<file path="config.mk">
export PLATFORM = sky130hd
export DESIGN_NAME = adc_sample_filter
export DESIGN_NICKNAME = d
export VERILOG_FILES = /design/src/rtl/adc_filter_pkg.sv /design/src/rtl/hyst_compare.sv /design/src/rtl/adc_sample_filter.sv
export SDC_FILE = /design/constraint.sdc
export NUM_CORES = 1
export LEC_CHECK = 0
export CORE_ASPECT_RATIO = 1.75
export CORE_MARGIN = 2
export CORE_UTILIZATION = 55
export CTS_CLUSTER_DIAMETER = 30
export DETAILED_ROUTE_END_ITERATION = 8
export PLACE_DENSITY = 0.73
export RECOVER_POWER = 100
export SLEW_MARGIN = 20
export SYNTH_ARGS = -nofsm -noshare
export SYNTH_HDL_FRONTEND = slang
export SYNTH_SLANG_ARGS = --single-unit
export TNS_END_PERCENT = 20
</file>
<file path="constraint.sdc">
create_clock -name clk -period 4.1 [get_ports clk]
set_input_delay 1.23 -clock clk [delete_from_list [all_inputs] [get_ports clk]]
set_output_delay 1.23 -clock clk [all_outputs]
set_load 0.02 [all_outputs]
</file>
<file path="src/rtl/adc_filter_pkg.sv">
// Shared types and constants for the ADC sample filtering path.
package adc_filter_pkg;

    localparam int DATA_W = 16;

    typedef logic signed [DATA_W-1:0] sample_t;

    typedef enum logic {
        S_FILL = 1'b0,
        S_RUN  = 1'b1
    } fill_state_t;

    localparam sample_t ADC_FS_POS = 16'sh7FFF;
    localparam sample_t ADC_FS_NEG = 16'sh8000;

endpackage

</file>
<file path="src/rtl/hyst_compare.sv">
// Hysteretic threshold flag: sets above THRESH_HI, clears below THRESH_LO,
// holds in between; only evaluated when update is asserted.
module hyst_compare #(
    parameter int                        DATA_W    = 16,
    parameter logic signed [DATA_W-1:0]  THRESH_HI = 16'sd20000,
    parameter logic signed [DATA_W-1:0]  THRESH_LO = 16'sd16000
) (
    input  logic                     clk,
    input  logic                     reset,
    input  logic                     clear,
    input  logic                     update,
    input  logic signed [DATA_W-1:0] value,
    output logic                     flag
);

    logic r_flag;

    always_ff @(posedge clk or posedge reset) begin
        if (reset) begin
            r_flag <= 1'b0;
        end else if (clear) begin
            r_flag <= 1'b0;
        end else if (update) begin
            if (value > THRESH_HI) begin
                r_flag <= 1'b1;
            end else if (value < THRESH_LO) begin
                r_flag <= 1'b0;
            end
        end
    end

    assign flag = r_flag;

endmodule

</file>
<file path="src/rtl/adc_sample_filter.sv">
// Moving average over 2^LOG2_DEPTH ADC samples with a sticky full-scale
// fault flag and a hysteretic near_wall indication.
module adc_sample_filter #(
    parameter int                        DATA_W     = 16,
    parameter int                        LOG2_DEPTH = 3,
    parameter logic signed [DATA_W-1:0]  THRESH_HI  = 16'sd20000,
    parameter logic signed [DATA_W-1:0]  THRESH_LO  = 16'sd16000
) (
    input  logic                     clk,
    input  logic                     reset,
    input  logic                     clear,
    input  logic                     sample_valid,
    input  logic signed [DATA_W-1:0] sample_data,
    output logic                     avg_valid,
    output logic signed [DATA_W-1:0] avg_data,
    output logic                     primed,
    output logic                     near_wall,
    output logic                     overrange
);

    import adc_filter_pkg::*;

    localparam int DEPTH = 1 << LOG2_DEPTH;
    localparam int ACC_W = DATA_W + LOG2_DEPTH;

    logic signed [DATA_W-1:0] r_window [DEPTH];
    logic [LOG2_DEPTH-1:0]    r_wr_ptr;
    logic [LOG2_DEPTH-1:0]    r_fill_cnt;
    logic signed [ACC_W-1:0]  r_acc;
    logic                     r_avg_valid;
    logic signed [DATA_W-1:0] r_avg_data;
    logic                     r_overrange;
    fill_state_t              r_state;
    fill_state_t              w_state_next;

    logic                     w_accept;
    logic                     w_last_fill;
    logic                     w_fire;
    logic                     w_full_scale;
    logic signed [ACC_W-1:0]  w_new_ext;
    logic signed [ACC_W-1:0]  w_old_ext;
    logic signed [ACC_W-1:0]  w_acc_next;
    logic signed [DATA_W-1:0] w_avg_next;
    logic                     w_near_wall;

    assign w_accept     = sample_valid && !clear;
    assign w_last_fill  = (r_state == S_FILL) && (r_fill_cnt == '1);
    assign w_fire       = w_accept && ((r_state == S_RUN) || w_last_fill);
    assign w_full_scale = (sample_data == ADC_FS_POS) || (sample_data == ADC_FS_NEG);

    // The slot being overwritten holds the oldest sample once the window is full.
    assign w_new_ext  = {{LOG2_DEPTH{sample_data[DATA_W-1]}}, sample_data};
    assign w_old_ext  = (r_state == S_RUN)
                      ? {{LOG2_DEPTH{r_window[r_wr_ptr][DATA_W-1]}}, r_window[r_wr_ptr]}
                      : '0;
    assign w_acc_next = r_acc + w_new_ext - w_old_ext;
    assign w_avg_next = DATA_W'(w_acc_next >>> LOG2_DEPTH);

    always_comb begin
        w_state_next = r_state;
        case (r_state)
            S_FILL:  if (w_accept && w_last_fill) w_state_next = S_RUN;
            S_RUN:   w_state_next = S_RUN;
            default: w_state_next = S_FILL;
        endcase
        if (clear) begin
            w_state_next = S_FILL;
        end
    end

    always_ff @(posedge clk or posedge reset) begin
        if (reset) begin
            r_state <= S_FILL;
        end else begin
            r_state <= w_state_next;
        end
    end

    always_ff @(posedge clk or posedge reset) begin
        if (reset) begin
            r_acc       <= '0;
            r_wr_ptr    <= '0;
            r_fill_cnt  <= '0;
            r_avg_valid <= 1'b0;
            r_avg_data  <= '0;
            r_overrange <= 1'b0;
        end else if (clear) begin
            r_acc       <= '0;
            r_wr_ptr    <= '0;
            r_fill_cnt  <= '0;
            r_avg_valid <= 1'b0;
            r_avg_data  <= '0;
            r_overrange <= 1'b0;
        end else begin
            r_avg_valid <= w_fire;
            if (w_accept) begin
                r_acc    <= w_acc_next;
                r_wr_ptr <= r_wr_ptr + LOG2_DEPTH'(1);
                if (r_state == S_FILL) begin
                    r_fill_cnt <= r_fill_cnt + LOG2_DEPTH'(1);
                end
                if (w_full_scale) begin
                    r_overrange <= 1'b1;
                end
            end
            if (w_fire) begin
                r_avg_data <= w_avg_next;
            end
        end
    end

    always_ff @(posedge clk) begin
        if (w_accept) begin
            r_window[r_wr_ptr] <= sample_data;
        end
    end

    hyst_compare #(
        .DATA_W    (DATA_W),
        .THRESH_HI (THRESH_HI),
        .THRESH_LO (THRESH_LO)
    ) u_near_wall (
        .clk    (clk),
        .reset  (reset),
        .clear  (clear),
        .update (w_fire),
        .value  (w_avg_next),
        .flag   (w_near_wall)
    );

    assign avg_valid = r_avg_valid;
    assign avg_data  = r_avg_data;
    assign primed    = (r_state == S_RUN);
    assign near_wall = w_near_wall;
    assign overrange = r_overrange;

endmodule

</file>
### Yosys cells after proc, flatten, opt, wreduce, memory -nomap -nowiden

Memory sizes are Yosys's and may differ from the RTL's.
Index checks and enable logic that the tools add are counted.
Widths: inputs -> output; s select.

| storage, ports and cells | value |
|---|---|
| flip-flop bits (word level) | 45 |
| bits in writable memories | 128 |
| word-level logic and storage cells | 57 |
| memories kept | 1 |

Memory list:

| name | words | width | read ports | clocked after Yosys merged registers in | write ports | RTL line | RTL |
|---|---|---|---|---|---|---|---|
| r_window | 8 | 16 | 1 | 0 | 1 | adc_sample_filter.sv:26 | `logic signed [DATA_W-1:0] r_window [DEPTH];` |

| cells by class | value |
|---|---|
| add/subtract/negate cells | 4 |
| $lt $le $gt $ge | 2 |
| equal/unequal tests | 4 |
| muxes and demuxes | 23 |
| bitwise logic cells | 1 |
| reduce and logical (&&, ||, !) cells | 14 |

Operators with widths:

| cell | count |
|---|---|
| $mux 19 | 3 |
| $eq 16x16->1 const B | 2 |
| $mux 16 | 2 |
| $add 19x16->19 | 1 |
| $sub 19x19->19 | 1 |
| $gt 16x16->1 const B | 1 |
| $lt 16x15->1 const B | 1 |
| $mux 3 | 5 |
| $mux 1 | 12 |
| $add 3x1->3 const B | 2 |
| $reduce_and 2->1 | 3 |
| $reduce_bool 2->1 | 3 |
| $logic_and 1x1->1 | 4 |
| $eq 3x3->1 const B | 1 |
| $reduce_bool 3->1 | 1 |
| $logic_or 1x1->1 | 2 |
| $ne 2x2->1 const B | 1 |
| $pmux 1 s2 | 1 |
| $logic_not 1->1 | 1 |
| $not 1->1 | 1 |

### Logic depth before layout (Yosys ltp)

An unclocked memory read counts as a cell.

| logic depth | value |
|---|---|
| word-level depth | 8 |
| depth in mapped cells | 18 |

### Modules after synthesis

From an unflattened synthesis, not the netlist that was laid out.

| unflattened totals | value |
|---|---|
| cell total of the unflattened synthesis | 646 |
| area, all modules | 8687.1 um^2 |

Modules (own cells, without submodules):

| module | instances | cells each | area an instance (um^2) |
|---|---|---|---|
| adc_sample_filter | 1 | 631 | 8577.0 |
| hyst_compare | 1 | 15 | 110.1 |

### Worst setup path before layout

Ideal clock, no wire load.

| timing path | value |
|---|---|
| kind | register -> register |
| start | reg r_wr_ptr[0] |
| end | reg r_acc[18] |
| setup time | 87 ps |
| data arrival time | 4451 ps |
| setup slack | -438 ps |
| stages on the path, launching flop included | 16 |
| cells stage by stage | dfrtp_1 clkbuf_1 buf_2 mux4_2 mux2i_1 nor2b_1 fa_1 fa_1 nor2b_4 o2111a_2 o31ai_4 o211ai_2 a2111oi_4 or4_1 and2_4 a211oi_2 |

| on the way | value |
|---|---|
| word-level cells in the longest chain between the ends | 5 |

RTL lines:

| what | RTL line | RTL |
|---|---|---|
| from (decl) | adc_sample_filter.sv:27 | `logic [LOG2_DEPTH-1:0] r_wr_ptr;` |
| from (signal assigned) | adc_sample_filter.sv:98 | `r_wr_ptr <= r_wr_ptr + LOG2_DEPTH'(1);` |
| $mem_v2 8x16 | -- |  |
| $mux 19 | adc_sample_filter.sv:54 | `? {{LOG2_DEPTH{r_window[r_wr_ptr][DATA_W-1]}}, r_window[r_wr_ptr]}` |
| $sub 19x19->19 | adc_sample_filter.sv:56 | `assign w_acc_next = r_acc + w_new_ext - w_old_ext;` |
| $mux 19 | adc_sample_filter.sv:96 | `if (w_accept) begin` |
| $mux 19 | adc_sample_filter.sv:87 | `end else if (clear) begin` |
| to (signal assigned) | adc_sample_filter.sv:97 | `r_acc <= w_acc_next;` |
| to (decl) | adc_sample_filter.sv:29 | `logic signed [ACC_W-1:0] r_acc;` |

No other way between the ends. The select of a mux whose other input is x is not followed.
A chain may end at the register's enable or synchronous reset.

### Worst setup path in the final report

| timing path | value |
|---|---|
| start | in sample_data[4] |
| end | reg u_near_wall.r_flag, in the netlist u_near_wall.flag |

| on the way | value |
|---|---|
| word-level cells in the longest chain between the ends | 6 |
| elaborated cells between the ends (all ways) | 9 |
| those cells by class | add/sub (2); order compare (2); mux (3); reduce/logical (2) |

RTL lines:

| what | RTL line | RTL |
|---|---|---|
| from (decl) | adc_sample_filter.sv:13 | `input logic signed [DATA_W-1:0] sample_data,` |
| $add 19x16->19 * | adc_sample_filter.sv:56 |  |
| $sub 19x19->19 * | adc_sample_filter.sv:56 |  |
| $gt 16x16->1 | hyst_compare.sv:24 | `if (value > THRESH_HI) begin` |
| $mux 1 | hyst_compare.sv:24 |  |
| $mux 1 | hyst_compare.sv:23 | `end else if (update) begin` |
| $mux 1 | hyst_compare.sv:21 | `end else if (clear) begin` |
| to (signal assigned) | hyst_compare.sv:20 | `r_flag <= 1'b0;` |
| to (signal assigned) | hyst_compare.sv:22 | `r_flag <= 1'b0;` |
| to (signal assigned) | hyst_compare.sv:25 | `r_flag <= 1'b1;` |
| to (decl) | hyst_compare.sv:16 | `logic r_flag;` |

Mark *: on every way between the ends. The rest lies on a longest branch, timed or not. The select of a mux whose other input is x is not followed.

==> impl_metrics.csv <==
group,metric,value,unit
clock_tree,cts_inserted_buffers,17,
pwr,peakVddDrop,0.3461,mV
critical_path,crit_start,"sample_data[4]",
clock_tree,clockBufferDepth,2,
critical_path,end_kind,"flip-flop",
cells_and_area,fillers,1089,
timing,skew,0.01219,ns
timing,setup_viol,4,
outcome,violations,"capacitance limit, slew limit, setup timing",
placement,place_hpwl,13920,um
synth,yosysSeqAreaShare,57.96,%
critical_path,path_cells,"dlygate4sd3_1 > inv_1 > fa_1 > inv_1 > ha_4 > a21o_1 > a21o_1 > o31ai_4 > o21a_1 > o311ai_2 > or3_4 > o41ai_4 > a221oi_2",
floorplanning,start_util,55.99,%
critical_path,arrival,4.50,ns
global_routing,grt_pass1_wl,30310,um
floorplanning,row_count,60,
worst_hold_path,hold_start,"avg_data[14]",
synth,synth_edf_count,128,
critical_path,critPathKind,"in -> reg",
pwr,p_leak,4.285,nW
synth,synth_top_cell_by_area,"edfxtp_1",
synth,yosysTopAreaCellShare,44.83,%
timing,min_period,4.209,ns
timing,fin_crit_sh,102.7,%
pwr,pwr_density_cell,592.2,mW/mm^2
timing,slew_headroom,-27.08,%
timing,worst_pin_slew,1.906,ns
placement,dp_slack,-0.7793,ns
clock_tree,cts_root_buffer,"clkbuf_16",
floorplanning,pin_count,40,
synth,async_reset_ff_share,26.01,%
placement,gp_congestion,0.9002,
clock_tree,cts_htree_levels,4,
critical_path,cp_max_fo,4,
timing,finalMaxSlewViolations,32,
worst_hold_path,holdPathEnd,"avg_data[14]",
synth,syn-cell-area,0.008574,sq mm
global_routing,gr-total-overflow,0,
outcome,status,"complete, but fails checks",
synth,synth.distinct_cells,68,
critical_path,reg2reg_from,"r_wr_ptr[0]",
critical_path,slowest_stage,"dlygate4sd3_1",
timing,fmax,237.6,MHz
timing,final.setup.worst_slack,-0.1089,ns
critical_path,critPathLaunchType,"primary input",
synth,ys_warn_count,0,
drt,drc,0,
clock_tree,clock_latency,0.42,ns
synth,synth_fp_nets,684,
placement,numPortBuffers,39,
critical_path,max_stage_delay,0.56,ns
critical_path,r2r_setup_slack,-0.10,ns
floorplanning,die_h,169.2,um
synth,synth.most_common_cell,"edfxtp_1",
synth,syn_inst,623,
clock_tree,cts.clk_slew.worst_paths,0.07,ns
critical_path,cp.required,4.39,ns
drt,final_antenna_net_count,0,
floorplanning,die_area,0.01664,sq mm
drt,routed_wl,19350,um
pwr,finalPower,6.315,mW
synth,synth_ff_type,"edfxtp_1",
cells_and_area,drive_gt1_share,25.35,%
global_routing,antenna_found_initial,0,
critical_path,critPathBufInv,3,
cells_and_area,diodes,0,
critical_path,worstReg2RegEnd,"u_near_wall.flag",
drt,dr.first_iter.drc_count,267,
synth,ys_top_cells_by_area,"edfxtp_1, dfrtp_1, mux4_2",
floorplanning,fp.coreArea,0.01531,sq mm
timing,rsz0062_at_grt,"true",
worst_hold_path,hp-class,"reg -> reg",
drt,first_pass_iters,5,
cells_and_area,nets,837,
clock_tree,cts_tree,"yes",
global_routing,grt_pass1_vias,5873,
cells_and_area,final_core_util,69.63,%
floorplanning,die_x,98.39,um
drt,wire_per_inst,19.84,um
global_routing,grt_max_degree,37,
synth,synthTopCellsByCount,"edfxtp_1, inv_1, dfrtp_1",
drt,via_count,5552,
clock_tree,cts.sinks,173,
global_routing,track_usage,23.99,%
worst_hold_path,hold_depth,2,
cells_and_area,syn_to_final_growth,24.37,%
critical_path,rr_worst_depth,15,
timing,finalHoldViolCount,0,
run,cap_violations,1,
synth,avgSynthCellArea,13.76,sq um
drt,via_per_inst,5.694,
critical_path,crit_family,"compound AO/OA/AOI/OAI gates",
synth,ys_seq_elements,173,
placed cells by master, fill, tap and decap left out, types with 7 or more instances in the layout:
cell             n
nand4_1          7
dlygate4sd3_1   33
nand3_1         11
clkbuf_16       17
nor2b_1         16
clkbuf_1        34
edfxtp_1       128
a21oi_2          7
inv_1           81
nand2_1         32
xnor2_1          9
mux4_2          32
dfrtp_1         44
fa_1            17
ha_1            17
mux2i_1         28
nor3_1           9
nor2_1          43
a21oi_1         13
buf_4           78
flip-flops by register name (all words and copies together), names as in the netlist:
name and count:
r_window 128, r_acc 19, avg_data 16, r_fill_cnt 3, r_wr_ptr 3, avg_valid 1
overrange 1, primed 1, u_near_wall.flag 1
stage by stage:
stage	cell area [sq um]	cells	hold slack, ns	TNS [ns]
4_1_cts	10660	968	0.5103	-0.06968
6_report	10660	975	0.5050	-0.1849
3_5_place_dp	9952	935	0.4939	-11.04
5_1_grt	10660	975	0.5336	-0.7695
2_1_floorplan	8596	623	0.4862	0
3_3_place_gp	9952	935	0.4792	-8.940
worst max-delay path by stage:
stage	endpoint	cells past startpoint
global route	u_near_wall.flag	16
detailed placement	u_near_wall.flag	13
CTS	u_near_wall.flag	16
floorplan	r_acc[18]	15
global placement	u_near_wall.flag	13
finish	u_near_wall.flag	13
cell type report:
class	instances	area (sq um)	share of cell area [%]
sequential	173	4971	46.61
clock inverter	14	142.6	1.338
timing repair buffer	157	1195	11.20
multi-input combinational	346	3390	31.78
inverter	81	304.0	2.851
tap	186	232.7	2.182
clock buffer	18	429.2	4.024
tightest hold or removal path, stage by stage, from the launching register on:
cell     delay (ns)
dfrtp_1        0.35
nand3_1        0.06
o21ai_0        0.06
per-layer routing:
layer | wire, um | vias up | global-route usage (%) | share of wire, %
met2 | 10330 | 167 | 42.21 | 53
met3 | 823 | 66 | 3.460 | 4.3
met5 | 0 | - | 0 | 0
met4 | 956 | 0 | 13.10 | 4.9
met1 | 7239 | 2751 | 28.10 | 37
li1 | - | 2568 | - | -
power breakdown:
part | switching [mW] | internal, mW | total [mW] | leakage [nW]
Clock | 0.747 | 0.811 | 1.56 | 0.281
Combinational | 1.39 | 1.35 | 2.75 | 2.24
Sequential | 0.0427 | 1.97 | 2.01 | 1.77
cells by family (layout without fill, tap and decap cells):
| logic type | after synthesis | after routing | share of synthesized area [%] |
|---|---|---|---|
| flops | 173 | 173 | 57.96 |
| simple gates | 152 | 152 | 8.960 |
| buf+inv | 104 | 270 | 4.801 |
| compound gates | 73 | 73 | 6.917 |
| mux | 64 | 64 | 12.17 |
| fa+ha+maj | 41 | 41 | 7.559 |
| xor+xnor | 16 | 16 | 1.634 |
timing repair:
action,in CTS,in global routing
pin swaps,3,15
endpoints found under the hold margin,0,0
hold buffers,0,0
buffers inserted,1,7
gates resized for setup,22,22
setup endpoints to repair,15,13
Note: power is estimated with default switching activity, not from simulation.
